--- src/rtl/run_pkg.sv ---
// Shared types and encodings for the run sequencer; the STATUS_* codes are
// also consumed by slowclock for its clock selection.
package run_pkg;

   typedef enum logic [2:0] {
      S_IDLE,
      S_RX,
      S_PROC,
      S_TX,
      S_DONE,
      S_ERROR
   } state_t;

   localparam logic [1:0] STATUS_IDLE = 2'b00;
   localparam logic [1:0] STATUS_RX   = 2'b01;
   localparam logic [1:0] STATUS_PROC = 2'b10;
   localparam logic [1:0] STATUS_TX   = 2'b11;

   localparam logic [3:0] LED_IDLE  = 4'b0001;
   localparam logic [3:0] LED_RX    = 4'b0010;
   localparam logic [3:0] LED_PROC  = 4'b0100;
   localparam logic [3:0] LED_TX    = 4'b1000;
   localparam logic [3:0] LED_DONE  = 4'b1111;
   localparam logic [3:0] LED_ERROR = 4'b1001;

   localparam logic [1:0] ERR_NONE = 2'b00;
   localparam logic [1:0] ERR_RX   = 2'b01;
   localparam logic [1:0] ERR_PROC = 2'b10;
   localparam logic [1:0] ERR_TX   = 2'b11;

   // DONE and ERROR share the idle clock selection
   function automatic logic [1:0] statusOf(input state_t s);
      case (s)
         S_RX:    return STATUS_RX;
         S_PROC:  return STATUS_PROC;
         S_TX:    return STATUS_TX;
         default: return STATUS_IDLE;
      endcase
   endfunction

   function automatic logic [3:0] ledOf(input state_t s);
      case (s)
         S_RX:    return LED_RX;
         S_PROC:  return LED_PROC;
         S_TX:    return LED_TX;
         S_DONE:  return LED_DONE;
         S_ERROR: return LED_ERROR;
         default: return LED_IDLE;
      endcase
   endfunction

endpackage

--- src/rtl/run_sequencer_if.sv ---
// Control/handshake bundle between the run sequencer and the rest of the
// down-sampling system.
interface run_sequencer_if #(
   parameter int FRAME_W = 8
);
   logic               start_process;
   logic [1:0]         mode;
   logic [FRAME_W-1:0] frame_count;
   logic               abort;
   logic               clear_err;
   logic               rx_done;
   logic               end_process;
   logic               tx_done;

   logic               rx_start;
   logic               proc_start;
   logic               tx_start;
   logic [1:0]         status;
   logic [3:0]         phase_led;
   logic [FRAME_W-1:0] frame_idx;
   logic               run_done;
   logic [1:0]         err_code;

   modport master (
      output start_process, mode, frame_count, abort, clear_err,
             rx_done, end_process, tx_done,
      input  rx_start, proc_start, tx_start, status, phase_led,
             frame_idx, run_done, err_code
   );

   modport slave (
      input  start_process, mode, frame_count, abort, clear_err,
             rx_done, end_process, tx_done,
      output rx_start, proc_start, tx_start, status, phase_led,
             frame_idx, run_done, err_code
   );
endinterface

--- src/rtl/phase_watchdog.sv ---
// Per-phase cycle counter; flags expiry on the last allowed cycle of a phase.
module phase_watchdog #(
   parameter int              TO_W           = 24,
   parameter logic [TO_W-1:0] TIMEOUT_CYCLES = 24'd10_000_000
) (
   input  logic clock,
   input  logic reset_n,
   input  logic i_clear,
   input  logic i_enable,
   output logic o_expired
);

   localparam logic [TO_W-1:0] LIMIT   = TIMEOUT_CYCLES - TO_W'(1);
   localparam logic            ENABLED = (TIMEOUT_CYCLES != '0);

   logic [TO_W-1:0] r_count;
   logic [TO_W-1:0] w_current;

   // The clear arrives with the entry pulse, so the entry cycle itself counts as zero
   assign w_current = i_clear ? '0 : r_count;
   assign o_expired = ENABLED && i_enable && (w_current == LIMIT);

   always_ff @(posedge clock or negedge reset_n) begin
      if (!reset_n) begin
         r_count <= '0;
      end else if (i_enable) begin
         r_count <= w_current + TO_W'(1);
      end else begin
         r_count <= '0;
      end
   end

endmodule

--- src/rtl/run_sequencer.sv ---
// Frame run controller: RX -> PROC -> TX per frame with bypass, repeat count,
// per-phase watchdog, abort and error hold.
module run_sequencer
   import run_pkg::*;
#(
   parameter int              FRAME_W        = 8,
   parameter int              TO_W           = 24,
   parameter logic [TO_W-1:0] TIMEOUT_CYCLES = 24'd10_000_000
) (
   input  logic            clock,
   input  logic            reset_n,
   run_sequencer_if.slave  bus
);

   state_t             r_state;
   logic [1:0]         r_status;
   logic [3:0]         r_led;
   logic               r_rxStart;
   logic               r_procStart;
   logic               r_txStart;
   logic               r_runDone;
   logic [1:0]         r_errCode;
   logic [FRAME_W-1:0] r_frameIdx;
   logic [FRAME_W-1:0] r_frameCnt;
   logic [1:0]         r_mode;
   logic               r_startPrev;

   logic               w_inPhase;
   logic               w_expired;
   logic               w_frameEnd;
   logic               w_moreFrames;
   logic [FRAME_W:0]   w_nextIdx;
   state_t             w_startPhase;
   state_t             w_loopPhase;

   assign w_inPhase    = (r_state == S_RX) || (r_state == S_PROC) || (r_state == S_TX);
   assign w_startPhase = bus.mode[0] ? S_PROC : S_RX;
   assign w_loopPhase  = r_mode[0] ? S_PROC : S_RX;
   assign w_nextIdx    = {1'b0, r_frameIdx} + (FRAME_W+1)'(1);
   assign w_moreFrames = w_nextIdx < {1'b0, r_frameCnt};
   assign w_frameEnd   = ((r_state == S_PROC) && bus.end_process && r_mode[1]) ||
                         ((r_state == S_TX) && bus.tx_done);

   phase_watchdog #(
      .TO_W           (TO_W),
      .TIMEOUT_CYCLES (TIMEOUT_CYCLES)
   ) u_watchdog (
      .clock     (clock),
      .reset_n   (reset_n),
      .i_clear   (r_rxStart | r_procStart | r_txStart),
      .i_enable  (w_inPhase),
      .o_expired (w_expired)
   );

   // Start detector resets high so a start held through reset needs a fresh edge.
   // Abort outranks done, and done outranks the watchdog expiry.
   always_ff @(posedge clock or negedge reset_n) begin
      if (!reset_n) begin
         r_state     <= S_IDLE;
         r_status    <= STATUS_IDLE;
         r_led       <= LED_IDLE;
         r_rxStart   <= 1'b0;
         r_procStart <= 1'b0;
         r_txStart   <= 1'b0;
         r_runDone   <= 1'b0;
         r_errCode   <= ERR_NONE;
         r_frameIdx  <= '0;
         r_frameCnt  <= FRAME_W'(1);
         r_mode      <= 2'b00;
         r_startPrev <= 1'b1;
      end else begin
         r_startPrev <= bus.start_process;
         r_rxStart   <= 1'b0;
         r_procStart <= 1'b0;
         r_txStart   <= 1'b0;
         if (bus.abort && (r_state != S_IDLE)) begin
            r_state   <= S_IDLE;
            r_status  <= STATUS_IDLE;
            r_led     <= LED_IDLE;
            r_runDone <= 1'b0;
            r_errCode <= ERR_NONE;
         end else if (w_frameEnd) begin
            if (w_moreFrames) begin
               r_frameIdx  <= w_nextIdx[FRAME_W-1:0];
               r_state     <= w_loopPhase;
               r_status    <= statusOf(w_loopPhase);
               r_led       <= ledOf(w_loopPhase);
               r_rxStart   <= !r_mode[0];
               r_procStart <= r_mode[0];
            end else begin
               r_state   <= S_DONE;
               r_status  <= STATUS_IDLE;
               r_led     <= LED_DONE;
               r_runDone <= 1'b1;
            end
         end else begin
            case (r_state)
               S_IDLE: begin
                  if (bus.start_process && !r_startPrev) begin
                     r_mode      <= bus.mode;
                     r_frameCnt  <= (bus.frame_count == '0) ? FRAME_W'(1) : bus.frame_count;
                     r_frameIdx  <= '0;
                     r_state     <= w_startPhase;
                     r_status    <= statusOf(w_startPhase);
                     r_led       <= ledOf(w_startPhase);
                     r_rxStart   <= !bus.mode[0];
                     r_procStart <= bus.mode[0];
                  end
               end
               S_RX: begin
                  if (bus.rx_done) begin
                     r_state     <= S_PROC;
                     r_status    <= STATUS_PROC;
                     r_led       <= LED_PROC;
                     r_procStart <= 1'b1;
                  end else if (w_expired) begin
                     r_state   <= S_ERROR;
                     r_status  <= STATUS_IDLE;
                     r_led     <= LED_ERROR;
                     r_errCode <= ERR_RX;
                  end
               end
               S_PROC: begin
                  if (bus.end_process) begin
                     r_state   <= S_TX;
                     r_status  <= STATUS_TX;
                     r_led     <= LED_TX;
                     r_txStart <= 1'b1;
                  end else if (w_expired) begin
                     r_state   <= S_ERROR;
                     r_status  <= STATUS_IDLE;
                     r_led     <= LED_ERROR;
                     r_errCode <= ERR_PROC;
                  end
               end
               S_TX: begin
                  if (w_expired) begin
                     r_state   <= S_ERROR;
                     r_status  <= STATUS_IDLE;
                     r_led     <= LED_ERROR;
                     r_errCode <= ERR_TX;
                  end
               end
               S_DONE: begin
                  if (!bus.start_process) begin
                     r_state   <= S_IDLE;
                     r_status  <= STATUS_IDLE;
                     r_led     <= LED_IDLE;
                     r_runDone <= 1'b0;
                  end
               end
               S_ERROR: begin
                  if (bus.clear_err) begin
                     r_state   <= S_IDLE;
                     r_status  <= STATUS_IDLE;
                     r_led     <= LED_IDLE;
                     r_errCode <= ERR_NONE;
                  end
               end
               default: begin
                  r_state  <= S_IDLE;
                  r_status <= STATUS_IDLE;
                  r_led    <= LED_IDLE;
               end
            endcase
         end
      end
   end

   assign bus.rx_start   = r_rxStart;
   assign bus.proc_start = r_procStart;
   assign bus.tx_start   = r_txStart;
   assign bus.status     = r_status;
   assign bus.phase_led  = r_led;
   assign bus.frame_idx  = r_frameIdx;
   assign bus.run_done   = r_runDone;
   assign bus.err_code   = r_errCode;

endmodule

--- src/flat_wrapper.sv ---
// flat-port wrapper written by rule: the top's interface ports become plain ports
module run_sequencer_flat import run_pkg::*;
#(
   parameter int              FRAME_W        = 8,
   parameter int              TO_W           = 24,
   parameter logic [TO_W-1:0] TIMEOUT_CYCLES = 24'd10_000_000
)
  (clock, reset_n, bus_start_process, bus_mode, bus_frame_count, bus_abort, bus_clear_err, bus_rx_done, bus_end_process, bus_tx_done, bus_rx_start, bus_proc_start, bus_tx_start, bus_status, bus_phase_led, bus_frame_idx, bus_run_done, bus_err_code);
  run_sequencer_if #(.FRAME_W(FRAME_W)) bus_i ();
  input  logic clock;
  input  logic reset_n;
  input wire logic [$bits(bus_i.start_process)-1:0] bus_start_process;
  input wire logic [$bits(bus_i.mode)-1:0] bus_mode;
  input wire logic [$bits(bus_i.frame_count)-1:0] bus_frame_count;
  input wire logic [$bits(bus_i.abort)-1:0] bus_abort;
  input wire logic [$bits(bus_i.clear_err)-1:0] bus_clear_err;
  input wire logic [$bits(bus_i.rx_done)-1:0] bus_rx_done;
  input wire logic [$bits(bus_i.end_process)-1:0] bus_end_process;
  input wire logic [$bits(bus_i.tx_done)-1:0] bus_tx_done;
  output wire logic [$bits(bus_i.rx_start)-1:0] bus_rx_start;
  output wire logic [$bits(bus_i.proc_start)-1:0] bus_proc_start;
  output wire logic [$bits(bus_i.tx_start)-1:0] bus_tx_start;
  output wire logic [$bits(bus_i.status)-1:0] bus_status;
  output wire logic [$bits(bus_i.phase_led)-1:0] bus_phase_led;
  output wire logic [$bits(bus_i.frame_idx)-1:0] bus_frame_idx;
  output wire logic [$bits(bus_i.run_done)-1:0] bus_run_done;
  output wire logic [$bits(bus_i.err_code)-1:0] bus_err_code;
  assign bus_i.start_process = bus_start_process;
  assign bus_i.mode = bus_mode;
  assign bus_i.frame_count = bus_frame_count;
  assign bus_i.abort = bus_abort;
  assign bus_i.clear_err = bus_clear_err;
  assign bus_i.rx_done = bus_rx_done;
  assign bus_i.end_process = bus_end_process;
  assign bus_i.tx_done = bus_tx_done;
  assign bus_rx_start = bus_i.rx_start;
  assign bus_proc_start = bus_i.proc_start;
  assign bus_tx_start = bus_i.tx_start;
  assign bus_status = bus_i.status;
  assign bus_phase_led = bus_i.phase_led;
  assign bus_frame_idx = bus_i.frame_idx;
  assign bus_run_done = bus_i.run_done;
  assign bus_err_code = bus_i.err_code;
  run_sequencer #(.FRAME_W(FRAME_W), .TO_W(TO_W), .TIMEOUT_CYCLES(TIMEOUT_CYCLES)) u_core (.clock(clock), .reset_n(reset_n), .bus(bus_i));
endmodule
--- config.mk ---
export PLATFORM = sky130hd
export DESIGN_NAME = run_sequencer_flat
export DESIGN_NICKNAME = d
export VERILOG_FILES = /design/src/rtl/run_pkg.sv /design/src/rtl/run_sequencer_if.sv /design/src/rtl/phase_watchdog.sv /design/src/rtl/run_sequencer.sv /design/src/flat_wrapper.sv
export SDC_FILE = /design/constraint.sdc
export NUM_CORES = 1
export LEC_CHECK = 0
export CAP_MARGIN = 20
export CORE_MARGIN = 1.5
export CORE_UTILIZATION = 40
export CTS_BUF_LIST = sky130_fd_sc_hd__clkbuf_16
export DETAILED_ROUTE_END_ITERATION = 16
export PLACE_DENSITY = 0.71
export REMOVE_ABC_BUFFERS = 1
export SLEW_MARGIN = 20
export SYNTH_ARGS = -nofsm -noshare
export SYNTH_HDL_FRONTEND = slang
export SYNTH_SLANG_ARGS = --single-unit
--- constraint.sdc ---
create_clock -name clock -period 2.55 [get_ports clock]
set_input_delay 0.51 -clock clock [delete_from_list [all_inputs] [get_ports clock]]
set_output_delay 0.51 -clock clock [all_outputs]
set_load 0.01 [all_outputs]
## Word level (Yosys, flattened, before mapping)

Cells that the tools add are included.

| word-level totals | value |
|---|---|
| output and inout port bits | 20 |
| bits of input ports | 18 |
| register bits after elaboration | 58 |
| word-level logic and storage cells | 144 |

| operators by class | value |
|---|---|
| reductions and logical operators | 24 |
| mux-type cells | 71 |
| bitwise logic cells | 4 |
| equal/unequal tests | 29 |
| add/subtract/negate cells | 2 |
| $lt $le $gt $ge | 1 |

Operators with widths:

| cell | count |
|---|---|
| 2-to-1 mux 24 bit | 2 |
| 2-to-1 mux 8 bit | 5 |
| case mux 4 bit (5 select lines) | 2 |
| 2-to-1 mux 2 bit | 18 |
| 2-to-1 mux 4 bit | 9 |
| 2-to-1 mux 3 bit | 9 |
| adder 24 x 1 -> 24 bit, second input constant | 1 |
| == test 24 bit, second input constant | 1 |
| case mux 4 bit (6 select lines) | 1 |
| 2-to-1 mux 1 bit | 19 |
| == test 3 x 2 -> 1 bit, second input constant | 6 |
| == test 3 bit, second input constant | 6 |
| != test 3 bit, second input constant | 6 |
| case mux 3 bit (6 select lines) | 1 |
| case mux 2 bit (3 select lines) | 2 |
| case mux 2 bit (6 select lines) | 1 |
| adder 8 x 1 -> 9 bit, second input constant | 1 |
| == test 3 x 1 -> 1 bit, second input constant | 3 |
| less-than comparator 9 x 8 -> 1 bit | 1 |
| logical NOT 8 bit | 1 |
| != test 4 x 2 -> 1 bit, second input constant | 2 |
| case mux 2 bit (4 select lines) | 1 |
| AND reduction 4 bit | 2 |
| AND reduction 8 bit | 1 |
| 15 further kinds | 30 |

## Longest topological paths before layout

Gate-level depths: netlist (run 1).

| logic depth | value |
|---|---|
| word-level depth | 10 |
| mapped depth | 11 |
| depth with buffers taken out | 10 |

## Hierarchy

Synthesis (run 1) repeated with hierarchy kept, for this count alone.

| unflattened totals | value |
|---|---|
| cells, all modules | 396 |
| area, all modules | 3572.2 um2 |

By module, submodules not included:

| module | times used | area each (um2) | seq. area each (um2) | cells an instance |
|---|---|---|---|---|
| run_sequencer | 1 | 2219.6 | 854.6 | 247 |
| phase_watchdog | 1 | 1352.5 | 600.6 | 149 |

## Least setup slack after synthesis (run 1)

OpenSTA, ideal clock, no wires.

| timing path | value |
|---|---|
| kind | flip-flop to flip-flop |
| start | reg u_core.r_procStart (netlist: u_core.bus.proc_start) |
| end | reg u_core.r_errCode[0] (netlist: u_core.bus.err_code[0]) |
| clock period less this slack | 2864 ps |
| data arrival time | 2787 ps |
| slack | -314 ps |
| library setup time | 78 ps |
| data required time | 2472 ps |
| stages on the path, launching flop included | 11 |
| path buffers | 2 |
| path through | dfrtp_1 nor3_2 clkbuf_1 and2_1 ha_1 and4_1 clkbuf_1 nand4_1 o31a_1 or3_1 a21oi_1 |

| on the way | value |
|---|---|
| word-level cells in the longest chain between the ends | 7 |
| elaborated cells between the ends (all ways) | 9 |
| classes of those cells | eq/ne: 4; mux: 1; bitwise: 2; reduce/logical: 2 |

RTL lines:

| element | RTL line | RTL |
|---|---|---|
| start: declaration | run_sequencer.sv:19 | `logic r_procStart;` |
| start signal: assignment | run_sequencer.sv:89 | `r_procStart <= r_mode[0];` |
| start signal: assignment | run_sequencer.sv:107 | `r_procStart <= bus.mode[0];` |
| OR 1 bit (*) (2 in series) | run_sequencer.sv:50 | `.i_clear (r_rxStart \| r_procStart \| r_txStart),` |
| 2-to-1 mux 24 bit (*) | phase_watchdog.sv:20 | `assign w_current = i_clear ? '0 : r_count;` |
| == test 24 bit (*) | phase_watchdog.sv:21 | `assign o_expired = ENABLED && i_enable && (w_current == LIMIT);` |
| logical AND 1 bit (*) | phase_watchdog.sv:21 |  |
| != test 3 bit (no line) | n/a |  |
| AND reduction 8 bit (no line) (*) | n/a |  |
| end signal: assignment | run_sequencer.sv:66 | `r_errCode <= ERR_NONE;` |
| end signal: assignment | run_sequencer.sv:81 | `r_errCode <= ERR_NONE;` |
| end signal: assignment | run_sequencer.sv:120 | `r_errCode <= ERR_RX;` |
| end: declaration | run_sequencer.sv:22 | `logic [1:0] r_errCode;` |

Mark *: on every way between the ends. The rest lies on a longest branch, timed or not.
A chain may end at the register's enable or synchronous reset.

## Worst setup path after layout (run 1)

| timing path | value |
|---|---|
| start | reg u_core.r_frameIdx[0] (netlist: u_core.bus.frame_idx[0]) |
| end | reg u_core.r_frameIdx[5] (netlist: u_core.bus.frame_idx[5]) |

| on the way | value |
|---|---|
| word-level cells in the longest chain between the ends | 4 |
| elaborated cells between the ends (all ways) | 6 |
| classes of those cells | add/sub: 1; order compare: 1; eq/ne: 1; mux: 2; reduce/logical: 1 |

RTL lines:

| element | RTL line | RTL |
|---|---|---|
| start: declaration | run_sequencer.sv:23 | `logic [FRAME_W-1:0] r_frameIdx;` |
| start signal: assignment | run_sequencer.sv:84 | `r_frameIdx <= w_nextIdx[FRAME_W-1:0];` |
| adder 8 x 1 -> 9 bit (*) | run_sequencer.sv:39 | `assign w_nextIdx = {1'b0, r_frameIdx} + (FRAME_W+1)'(1);` |
| less-than comparator 9 x 8 -> 1 bit | run_sequencer.sv:40 | `assign w_moreFrames = w_nextIdx < {1'b0, r_frameCnt};` |
| != test 2 bit (no line) | n/a |  |
| AND reduction 4 bit (no line) | n/a |  |

Mark *: on every way between the ends. The rest lies on a longest branch, timed or not. The select of a mux whose other input is x is not followed.

==> impl_metrics.env, run 1 <==
export IMPL_setup_tns_ps=-516
export IMPL_numCtsBuffers=9
export IMPL_relSlewSlack_pct=60.6
export IMPL_yosysTopAreaCellShare_pct=41.2
export IMPL_cts_sinks=58
export IMPL_viasPerCell=5.56
export IMPL_antenna_found_initial=0
export IMPL_worstSetupStartpoint="u_core.bus.frame_idx[0]$_DFFE_PN0P_"
export IMPL_synth_ff_type="dfrtp_1"
export IMPL_clock_latency_ps=330
export IMPL_avgRoutedWirePerCell_microns=15.4
export IMPL_cts_clk_slew_worst_paths_ps=50
export IMPL_cts_root_buffer="clkbuf_16"
export IMPL_fin_nets=466
export IMPL_rows=33
export IMPL_core_sq_um=8130
export IMPL_rrSetupSlack_ps=-110
export IMPL_power_leakage_nw=1.98
export IMPL_drt_pass1_iter_count=4
export IMPL_hp_class="input port to async pin"
export IMPL_die_width_microns=94.4
export IMPL_htreeDepth=3
export IMPL_diodes=0
export IMPL_avgSynthCellArea_sq_um=9.25
export IMPL_placedCellCount=527
export IMPL_grt_pass1_vias=2913
export IMPL_globalplace_congestion=0.882
export IMPL_fin_util_pct=56.3
export IMPL_finalWorstSetupSlack_ps=-108
export IMPL_final_antenna_net_count=0
export IMPL_grt_max_degree=34
export IMPL_violations="negative setup slack"
export IMPL_cts_tree="built"
export IMPL_dp_hpwl_mm=5.87
export IMPL_first_iter_violations=142
export IMPL_drt_total_wl_mm=8.44
export IMPL_cp_max_fo=5
export IMPL_num_io_pins=38
export IMPL_crit_path_start_kind="flop"
export IMPL_area_growth_pct=37.1
export IMPL_cp_endpoint="u_core.bus.frame_idx[5]$_DFFE_PN0P_"
export IMPL_period_share_pct=104
export IMPL_hold_buffers=0
export IMPL_num_fill_cells=674
export IMPL_vdd_drop_max_uv=564
export IMPL_cp_data_arrival_time_ps=2870
export IMPL_worstMarginPinSlew_ps=591
export IMPL_start_util_pct=41.1
export IMPL_cp_end_kind="flop"
export IMPL_hold_viol_final=0
export IMPL_r2r_start="u_core.bus.frame_idx[0]$_DFFE_PN0P_"
export IMPL_drcViolationCount=0
export IMPL_yosys_warnings=0
export IMPL_fin_cells=549
export IMPL_finalSetupViolCount=11
export IMPL_vias=3050
export IMPL_drive_above_1_share_pct=20.0
export IMPL_synthCells=361
export IMPL_synth_edf_count=0
export IMPL_rr_worst_depth=11
export IMPL_reg2reg_to="u_core.bus.frame_idx[5]$_DFFE_PN0P_"
export IMPL_yosysUniqueCellTypes=56
export IMPL_ys_seq_elements=58
export IMPL_fin_crit_ps=2660
export IMPL_fin_skew_ps=5.66
export IMPL_track_usage_pct=20.2
export IMPL_dieArea_sq_um=8910
export IMPL_power_density_nw_per_um2=915
export IMPL_rsz0062_at_grt="true"
export IMPL_grt_pass1_wl_mm=13.8
export IMPL_fmax_mhz=376
export IMPL_synthArstFlopShare_pct=100
export IMPL_required_ps=2760
export IMPL_synthTopCellsByArea="dfrtp_1 41%, xnor2_1 4.2%, nor2_1 4.0%, nand2_1 3.9%, ha_1 3.4%"
export IMPL_clockBufferDepth=2
export IMPL_overflow=0
export IMPL_status="complete, but fails checks"
export IMPL_worstSetupPathType="flop to flop"
export IMPL_drv_slew=0
export IMPL_maxCapViolations=0
export IMPL_portBuffers=37
export IMPL_synth_seq_area_share_pct=43.6
export IMPL_dp_slack_ps=-254
export IMPL_die_h_microns=94.4
export IMPL_synth_area_sq_um=3340
export IMPL_yosysTopAreaCell="dfrtp_1"
-- cells by family (layout without fill, tap and decap cells) --
kind of cell,after synthesis,after routing,share of synthesized area (%)
buffers and inverters,31,114,3.60
AO/OA/AOI/OAI,62,62,12.3
AND/OR/NAND/NOR,161,161,25.8
multiplexers,13,13,4.23
XOR/XNOR,27,27,7.08
adder cells (fa/ha/maj),9,9,3.37
flip-flops,58,58,43.6
-- power breakdown --
| group | leakage, nW | switching, mW | internal (mW) |
|---|---|---|---|
| logic | 1.06 | 0.899 | 0.760 |
| clock network | 0.154 | 0.423 | 0.843 |
| registers | 0.767 | 0.142 | 1.13 |
-- through the flow --
stage               power, mW  instance area, sq um  hold slack (ps)
floorplan                2.13                  3290              214
global placement         2.78                  4080              450
detailed placement       2.81                  4080              480
CTS                      4.11                  4460              207
global route             4.43                  4580              221
finish                   4.19                  4580              186
-- worst min path at each step --
stage / startpoint / to / slack (ps) / cells past startpoint
global placement: u_core.r_frameCnt[0]$_DFFE_PN1P_ / u_core.r_frameCnt[0]$_DFFE_PN1P_ / 450 / 2
global route: reset_n / u_core.bus.frame_idx[5]$_DFFE_PN0P_ / 220 / 1
detailed placement: u_core.r_frameCnt[0]$_DFFE_PN1P_ / u_core.r_frameCnt[0]$_DFFE_PN1P_ / 480 / 2
finish: reset_n / u_core.bus.phase_led[1]$_DFFE_PN0P_ / 190 / 1
CTS: reset_n / u_core.r_frameCnt[4]$_DFFE_PN0P_ / 210 / 1
floorplan: reset_n / u_core.bus.err_code[0]$_DFFE_PN0P_ / 210 / 0
-- repair_timing --
action / CTS / global route
cloned: 1 / 0
endpoints found under the setup margin: 20 / 23
pin swaps: 10 / 9
gates resized for setup: 10 / 20
setup buffers: 3 / 3
hold endpoints to repair: 0 / 0
-- worst max-delay path: stages, from the launching register on --
cell	delay [ps]
dfrtp_1	380
ha_2	200
buf_4	130
nand3_2	90
xnor2_2	150
ha_1	310
a21o_1	200
a221o_1	350
nor4_4	280
buf_6	170
mux2i_1	200
o21ai_1	80
-- final cells by class --
class	instances	area, sq um	area share [%]
flip-flops and latches	58	1460	31.8
multi-input cells	272	1900	41.4
repair buffers	80	719	15.7
clock inverters	7	85.1	1.86
well taps	105	131	2.87
clock buffers	9	225	4.92
inverters	18	67.6	1.48
-- flip-flops by register name (all words and copies together) (netlist names) --
signal                     count
u_core.bus.err_code            2
u_core.bus.frame_idx           8
u_core.bus.phase_led           4
u_core.bus.proc_start          1
u_core.bus.run_done            1
u_core.bus.rx_start            1
u_core.bus.status              2
u_core.bus.tx_start            1
u_core.r_frameCnt              8
u_core.r_mode                  2
u_core.r_startPrev             1
u_core.r_state                 3
u_core.u_watchdog.r_count     24
-- layout by cell type (no fill, tap or decap), drive strengths merged, types with 4 or more instances in the layout --
master	count
o21ai	17
o22ai	5
nor3	15
mux2	9
nand2	36
xor2	11
nand4	8
clkbuf	9
dfrtp	55
nand3	15
mux2i	4
and2	6
nor4	9
nor2b	9
buf	44
nor2	36
a21oi	11
ha	9
clkdlybuf4s50	36
or4	4
inv	19
xnor2	16
-- routing by layer --
| metal | routed length, microns | part of all wire [%] | up-vias | track usage (%) |
|---|---|---|---|---|
| li1 | - | - | 1441 | - |
| met1 | 3660 | 43 | 1476 | 26.5 |
| met2 | 4090 | 49 | 115 | 31.8 |
| met3 | 487 | 5.8 | 18 | 4.03 |
| met4 | 201 | 2.4 | 0 | 9.83 |
| met5 | 0 | 0 | - | 0 |
-- Yosys cell counts (3+ instances only) --
cell	number
and3_1	3
a31oi_1	3
nor2_1	36
nand4_1	8
o22ai_1	5
dfstp_2	3
xor2_1	11
nor4_1	8
a221o_1	3
mux2i_1	4
inv_1	18
clkbuf_1	9
nor3_2	3
nand2_1	35
o21ai_0	6
o31ai_1	3
nor2b_1	9
or3_1	3
and2_1	6
a21oi_1	11
xnor2_1	16
mux2_1	9
nand3b_1	3
buf_2	3
nand3_1	15
dfrtp_1	55
a21o_1	3
and4_1	3
o21ai_1	11
nor3_1	12
ha_1	9
(Power assumes the default switching activity.)
==> run 2: changes to the inputs <==
==> constraint.sdc (replaced) <==
create_clock -name clock -period 2.55 [get_ports clock]
set_input_delay 0.6375 -clock clock [delete_from_list [all_inputs] [get_ports clock]]
set_output_delay 0.6375 -clock clock [all_outputs]
set_load 0.01 [all_outputs]
==> run 2 against run 1 <==
Compared with the run above:
- the flow still finishes with violations (negative setup slack)
- critical path depth stayed put
- combinational power is 4% higher
- register-to-register slack better by 30 ps
- worst hold slack better by 120 ps
- sequential share of layout area is 0.29 points lower
- sequential power hardly changed
- worst setup slack better by 29 ps
- via count is 0.75% higher
- total power is 1.7% higher
- cell count is 0.91% higher
- global-route usage is 0.24 points higher
- critical path type unchanged
- largest power group unchanged
- highest routed layer unchanged
==> impl_metrics.env, run 2 (synthesis gave the netlist of run 1 again) <==
export IMPL_die_h_microns=94.4
export IMPL_hold_viol_final=0
export IMPL_grt_busiest_layer="met2"
export IMPL_grt_max_degree=34
export IMPL_viasPerCell=5.55
export IMPL_dpl_cell_area_sq_um=4100
export IMPL_grt_use_met2_pct=32.3
export IMPL_cp_slowest_stage_delay_ps=390
export IMPL_globalplace_congestion=0.925
export IMPL_hp_class="input port to async pin"
export IMPL_first_iter_violations=145
export IMPL_stdcell_area_sq_um=4620
export IMPL_grt_pass1_wl_mm=14.0
export IMPL_regMostFlops="u_core.u_watchdog.r_count"
export IMPL_track_usage_pct=20.4
export IMPL_rsz0062_at_grt="true"
export IMPL_dp_hpwl_mm=5.75
export IMPL_final_common_cell="dfrtp_1"
export IMPL_final_antenna_net_count=0
export IMPL_status="complete, but fails checks"
export IMPL_largest_reg_flops=24
export IMPL_switching_power_mw=1.50
export IMPL_hold_buffers=0
export IMPL_clockBufferDepth=2
export IMPL_fin_skew_ps=5.23
export IMPL_finalSetupViolCount=10
export IMPL_num_io_pins=38
export IMPL_rows=33
export IMPL_grt_pass1_vias=3031
export IMPL_finalWorstSetupSlack_ps=-78.7
export IMPL_avgRoutedWirePerCell_microns=15.7
export IMPL_drive_above_1_share_pct=21.2
export IMPL_cp_data_arrival_time_ps=2840
export IMPL_die_width_microns=94.4
export IMPL_layout_common_cells="55 x dfrtp_1, 39 x buf_4, 36 x clkdlybuf4s50_1"
export IMPL_worstMarginPinSlew_ps=591
export IMPL_drcViolationCount=0
export IMPL_cp_end_kind="flop"
export IMPL_reg2reg_to="u_core.bus.frame_idx[5]$_DFFE_PN0P_"
export IMPL_drv_slew=0
export IMPL_comb_power_share_pct=40.4
export IMPL_relSlewSlack_pct=60.6
export IMPL_worstSetupPathType="flop to flop"
export IMPL_period_share_pct=103
export IMPL_power_density_nw_per_um2=922
export IMPL_htreeDepth=3
export IMPL_crit_path_start_kind="flop"
export IMPL_drt_pass1_iter_count=5
export IMPL_cts_clk_slew_worst_paths_ps=50
export IMPL_required_ps=2770
export IMPL_drt_total_wl_mm=8.69
export IMPL_cp_cell_sequence="ha_2 -> buf_4 -> nand3_2 -> xnor2_2 -> ha_1 -> a21o_1 -> a221o_1 -> nor4_4 -> buf_6 -> mux2i_1 -> o21ai_1"
export IMPL_grtUsageMet1_pct=26.3
export IMPL_overflow=0
export IMPL_whs_ps=309
export IMPL_numCtsBuffers=9
export IMPL_cp_max_fo=5
export IMPL_swShare_pct=35.2
export IMPL_maxCapViolations=0
export IMPL_grt_use_met3_pct=3.95
export IMPL_r2r_start="u_core.bus.frame_idx[1]$_DFFE_PN0P_"
export IMPL_internal_power_mw=2.76
export IMPL_cts_root_buffer="clkbuf_16"
export IMPL_core_sq_um=8130
export IMPL_fin_crit_ps=2630
export IMPL_vias=3073
export IMPL_power_leakage_nw=2.01
export IMPL_p_seq_share_pct=29.6
export IMPL_antenna_found_initial=0
export IMPL_fin_nets=471
export IMPL_cts_sinks=58
export IMPL_diodes=0
export IMPL_dieArea_sq_um=8910
export IMPL_p_clk_share_pct=30.0
export IMPL_rr_worst_depth=11
export IMPL_vdd_drop_max_uv=537
export IMPL_violations="negative setup slack"
export IMPL_clock_latency_ps=330
export IMPL_rrSetupSlack_ps=-80
export IMPL_area_growth_pct=38.4
export IMPL_cts_tree="built"
export IMPL_start_util_pct=41.1
export IMPL_cp_slowest_cell="a221o_1"
export IMPL_portBuffers=37
export IMPL_fin_util_pct=56.8
export IMPL_fmax_mhz=380
[run 2: cell count changes in the layout (fill, tap and decap cells not counted), sizes merged]
cell and delta:
buf +5
[run 2: area by class of cell]
class                   instances  area (sq um)
flip-flops and latches         58          1460
multi-input cells             272          1900
inverters                      18          67.6
fillers                       666          3510
well taps                     105           131
clock inverters                 7          85.1
clock buffers                   9           225
repair buffers                 85           762
[run 2: stage by stage]
step                std cells  setup slack [ps]  setup TNS [ps]  power, mW
floorplan                 348              -486           -5610       2.13
global placement          530              -131            -870       2.79
detailed placement        530              -248           -2680       2.82
CTS                       553             -46.8           -98.8       4.16
global route              554              -203           -2030       4.47
finish                    554             -78.7            -401       4.26
[run 2: worst max-delay path, delay by kind of cell (launching register included)]
family                     cells  cell delay, ps
AOI/OAI and AO/OA              3             660
adders and majority gates      2             480
DFF                            1             370
and+or+nand+nor                2             360
buffers and inverters          2             300
muxes                          1             190
xor gates and xnor gates       1             160
[run 2: worst max-delay path by stage]
stage / startpoint / end / slack, ps / cells after the start
after floorplan: u_core.bus.frame_idx[0]$_DFFE_PN0P_ / u_core.bus.frame_idx[2]$_DFFE_PN0P_ / -490 / 10
after global placement: u_core.bus.frame_idx[3]$_DFFE_PN0P_ / u_core.bus.frame_idx[2]$_DFFE_PN0P_ / -130 / 11
after detailed placement: u_core.bus.frame_idx[3]$_DFFE_PN0P_ / u_core.bus.frame_idx[2]$_DFFE_PN0P_ / -250 / 12
after CTS: u_core.bus.frame_idx[4]$_DFFE_PN0P_ / u_core.bus.frame_idx[2]$_DFFE_PN0P_ / -50 / 11
after global routing: u_core.bus.frame_idx[3]$_DFFE_PN0P_ / u_core.bus.phase_led[1]$_DFFE_PN0P_ / -200 / 11
final: u_core.bus.frame_idx[1]$_DFFE_PN0P_ / u_core.bus.frame_idx[5]$_DFFE_PN0P_ / -80 / 11
[run 2: power groups by stage]
stage | Sequential [mW] | Combinational [mW] | Clock, mW
2_1_floorplan | 1.31 | 0.812 | 0
3_3_place_gp | 1.26 | 1.53 | 0
3_5_place_dp | 1.26 | 1.56 | 0
4_1_cts | 1.25 | 1.62 | 1.28
5_1_grt | 1.28 | 1.86 | 1.33
6_report | 1.26 | 1.72 | 1.28
[run 2: layer usage]
| layer | vias to the layer above | share of wire, % |
|---|---|---|
| met5 | - | 0 |
| met4 | 0 | 2.8 |
| li1 | 1452 | - |
| met1 | 1479 | 43 |
| met3 | 22 | 6.3 |
| met2 | 120 | 48 |
[run 2: what timing repair did]
| action | 4_1_cts | 5_1_grt |
|---|---|---|
| cloned | 1 | 0 |
| buffers inserted | 6 | 1 |
| hold endpoints to repair | 0 | 0 |
| resized for setup | 12 | 20 |
| setup endpoints to repair | 20 | 22 |
| pin swaps | 9 | 10 |
==> run 3: changes to the inputs <==
--- a/config.mk
+++ b/config.mk
@@ -5,10 +5,12 @@
 export SDC_FILE = /design/constraint.sdc
 export NUM_CORES = 1
 export LEC_CHECK = 0
+export ABC_AREA = 1
 export CAP_MARGIN = 20
 export CORE_MARGIN = 1.5
 export CORE_UTILIZATION = 40
 export CTS_BUF_LIST = sky130_fd_sc_hd__clkbuf_16
+export CTS_CLUSTER_SIZE = 20
 export DETAILED_ROUTE_END_ITERATION = 16
 export PLACE_DENSITY = 0.71
 export REMOVE_ABC_BUFFERS = 1
==> run 3 against run 2 <==
Compared with the run above:
- the flow now finishes without violations
- synthesized area grew 13%
- non-clock buffer count shrank 37
- flip-flop and latch count is the same
- cell count grew 22%
- sequential power is essentially flat
- total power shrank 3.1%
- design area is essentially flat
- clock power shrank 19%
- combinational power grew 5%
- critical path type unchanged
==> impl_metrics.env, run 3 <==
export IMPL_drcViolationCount=0
export IMPL_synth_edf_count=0
export IMPL_area_growth_pct=22.9
export IMPL_diodes=0
export IMPL_grt_max_degree=27
export IMPL_yosys_warnings=0
export IMPL_synth_area_sq_um=3760
export IMPL_final_antenna_net_count=0
export IMPL_avgRoutedWirePerCell_microns=13.5
export IMPL_worstMarginPinSlew_ps=584
export IMPL_ys_seq_elements=58
export IMPL_clock_latency_ps=320
export IMPL_drt_total_wl_mm=9.18
export IMPL_synthMostInstantiatedCell="nand2_1"
export IMPL_grt_pass1_wl_mm=15.5
export IMPL_die_h_microns=99.9
export IMPL_vdd_drop_max_uv=561
export IMPL_final_common_cell="nand2_1"
export IMPL_hold_viol_final=0
export IMPL_power_density_nw_per_um2=895
export IMPL_cp_end_kind="flop"
export IMPL_whs_ps=317
export IMPL_cts_clk_slew_worst_paths_ps=60
export IMPL_avgSynthCellArea_sq_um=7.37
export IMPL_clockBufferDepth=2
export IMPL_crit_path_frequent_cell="nand2_1"
export IMPL_synth_ff_type="dfrtp_1"
export IMPL_cts_sinks=58
export IMPL_fmax_mhz=416
export IMPL_dp_hpwl_mm=7.00
export IMPL_cts_root_buffer="clkbuf_16"
export IMPL_r2r_start="u_core.bus.frame_idx[1]$_DFFE_PN0P_"
export IMPL_drt_pass1_iter_count=4
export IMPL_hp_class="input port to async pin"
export IMPL_worstSetupPathType="flop to flop"
export IMPL_fin_crit_ps=2400
export IMPL_first_iter_violations=165
export IMPL_numCtsBuffers=9
export IMPL_drv_slew=0
export IMPL_fin_nets=589
export IMPL_largest_reg_flops=24
export IMPL_status="finished, final reports clean"
export IMPL_cts_tree="built"
export IMPL_reg2reg_to="u_core.bus.run_done$_DFFE_PN0P_"
export IMPL_yosysTopAreaCell="dfrtp_1"
export IMPL_rows=35
export IMPL_start_util_pct=41.1
export IMPL_globalplace_congestion=0.899
export IMPL_regMostFlops="u_core.u_watchdog.r_count"
export IMPL_yosysUniqueCellTypes=38
export IMPL_overflow=0
export IMPL_num_io_pins=38
export IMPL_core_sq_um=9150
export IMPL_cp_slowest_stage_delay_ps=410
export IMPL_layout_common_cells="107 x nand2_1, 74 x inv_1, 65 x nor2_1"
export IMPL_crit_family="simple AND/OR/NAND/NOR gates"
export IMPL_htreeDepth=3
export IMPL_maxCapViolations=0
export IMPL_finalSetupViolCount=0
export IMPL_antenna_found_initial=0
export IMPL_synth_common_cells="109 x nand2_1, 72 x inv_1, 66 x nor2_1"
export IMPL_cp_data_arrival_time_ps=2610
export IMPL_cp_cell_sequence="ha_4 -> nand2_2 -> nor2_4 -> nand3_2 -> xnor2_2 -> ha_1 -> nand2_1 -> nand3b_1 -> inv_1 -> nand3_1 -> nand2_2 -> inv_4 -> nand2_8 -> nand2_1 -> nand2_1 -> nand2_1"
export IMPL_synthTopCellsByArea="dfrtp_1 37%, nand2_1 11%, nand3_1 7.5%, inv_1 7.2%, nor2_1 6.6%"
export IMPL_vias=3433
export IMPL_rr_worst_depth=16
export IMPL_portBuffers=37
export IMPL_yosysTopAreaCellShare_pct=36.6
export IMPL_power_leakage_nw=2.10
export IMPL_grt_pass1_vias=3432
export IMPL_viasPerCell=5.06
export IMPL_dp_slack_ps=-32.1
export IMPL_finalWorstSetupSlack_ps=149
export IMPL_track_usage_pct=19.7
export IMPL_dieArea_sq_um=9990
export IMPL_crit_buf_inv=2
export IMPL_synthCells=510
export IMPL_cp_max_fo=14
export IMPL_synth_seq_area_share_pct=38.7
export IMPL_rrSetupSlack_ps=150
export IMPL_drive_above_1_share_pct=15.2
export IMPL_fin_skew_ps=11.1
export IMPL_relSlewSlack_pct=61.1
export IMPL_synthArstFlopShare_pct=100
export IMPL_period_share_pct=94.2
export IMPL_die_width_microns=99.9
export IMPL_cp_slowest_cell="dfrtp_1"
export IMPL_required_ps=2760
export IMPL_crit_path_start_kind="flop"
[run 3: final cells by class]
class | instances | area, sq um
clock buffer | 9 | 225
clock inverter | 7 | 31.3
fill | 865 | 4530
inverter | 79 | 314
multi-input combinational | 366 | 2000
sequential | 58 | 1460
tap | 111 | 139
timing repair buffer | 48 | 448
[run 3: how the worst max path moves through the flow]
stage                                        start                                  end  slack [ps]  cells past startpoint
5_1_grt        u_core.bus.frame_idx[1]$_DFFE_PN0P_      u_core.bus.run_done$_DFFE_PN0P_         -30                     16
3_5_place_dp   u_core.bus.frame_idx[1]$_DFFE_PN0P_      u_core.bus.run_done$_DFFE_PN0P_         -30                     16
6_report       u_core.bus.frame_idx[1]$_DFFE_PN0P_      u_core.bus.run_done$_DFFE_PN0P_         150                     16
3_3_place_gp   u_core.bus.frame_idx[1]$_DFFE_PN0P_  u_core.bus.frame_idx[0]$_DFFE_PN0P_         140                     15
2_1_floorplan  u_core.bus.frame_idx[0]$_DFFE_PN0P_  u_core.bus.frame_idx[0]$_DFFE_PN0P_         220                     14
4_1_cts        u_core.bus.frame_idx[1]$_DFFE_PN0P_        u_core.bus.rx_start$_DFF_PN0_          10                     13
[run 3: where the power goes]
group / leakage, nW / internal, mW / switching, mW
Clock: 0.130 / 0.636 / 0.408
Combinational: 1.21 / 0.665 / 1.14
Sequential: 0.769 / 1.13 / 0.152
Total: 2.10 / 2.43 / 1.70
[run 3: repair_timing]
action | 4_1_cts | 5_1_grt
hold endpoints to repair | 0 | 0
hold buffers | 0 | 0
pin swaps | 0 | 5
cloned | 0 | 0
buffers inserted | 0 | 3
gates resized for setup | 1 | 14
setup endpoints to repair | 7 | 18
[run 3: layer usage]
metal  share of wire, %  GRT usage, %
met1                 46          24.2
met2                 50          34.7
met3                3.2          3.97
met4               0.84          5.85
met5                  0             0
[run 3: stage by stage]
stage          cells  power [mW]  instance area, sq um  utilization (%)  setup TNS [ps]
3_3_place_gp     659        2.99                  4270             46.7               0
3_5_place_dp     659        3.03                  4270             46.7           -64.9
4_1_cts          675        4.09                  4530             49.5               0
2_1_floorplan    503        2.39                  3710                -               0
5_1_grt          678        4.44                  4620             50.5           -82.8
6_report         678        4.13                  4620             50.5               0
[run 3: kinds of logic (layout without fill, tap and decap cells)]
logic type               count (synthesis)  count (layout)  synth area share, %
flip-flops                              58              58                 38.7
XOR/XNOR                                16              16                 3.73
AND/OR/NAND/NOR                        293             293                 38.2
buffers and inverters                   86             143                 9.62
AO/OA/AOI/OAI                           48              48                 6.69
adder cells (fa/ha/maj)                  9               9                 3.00
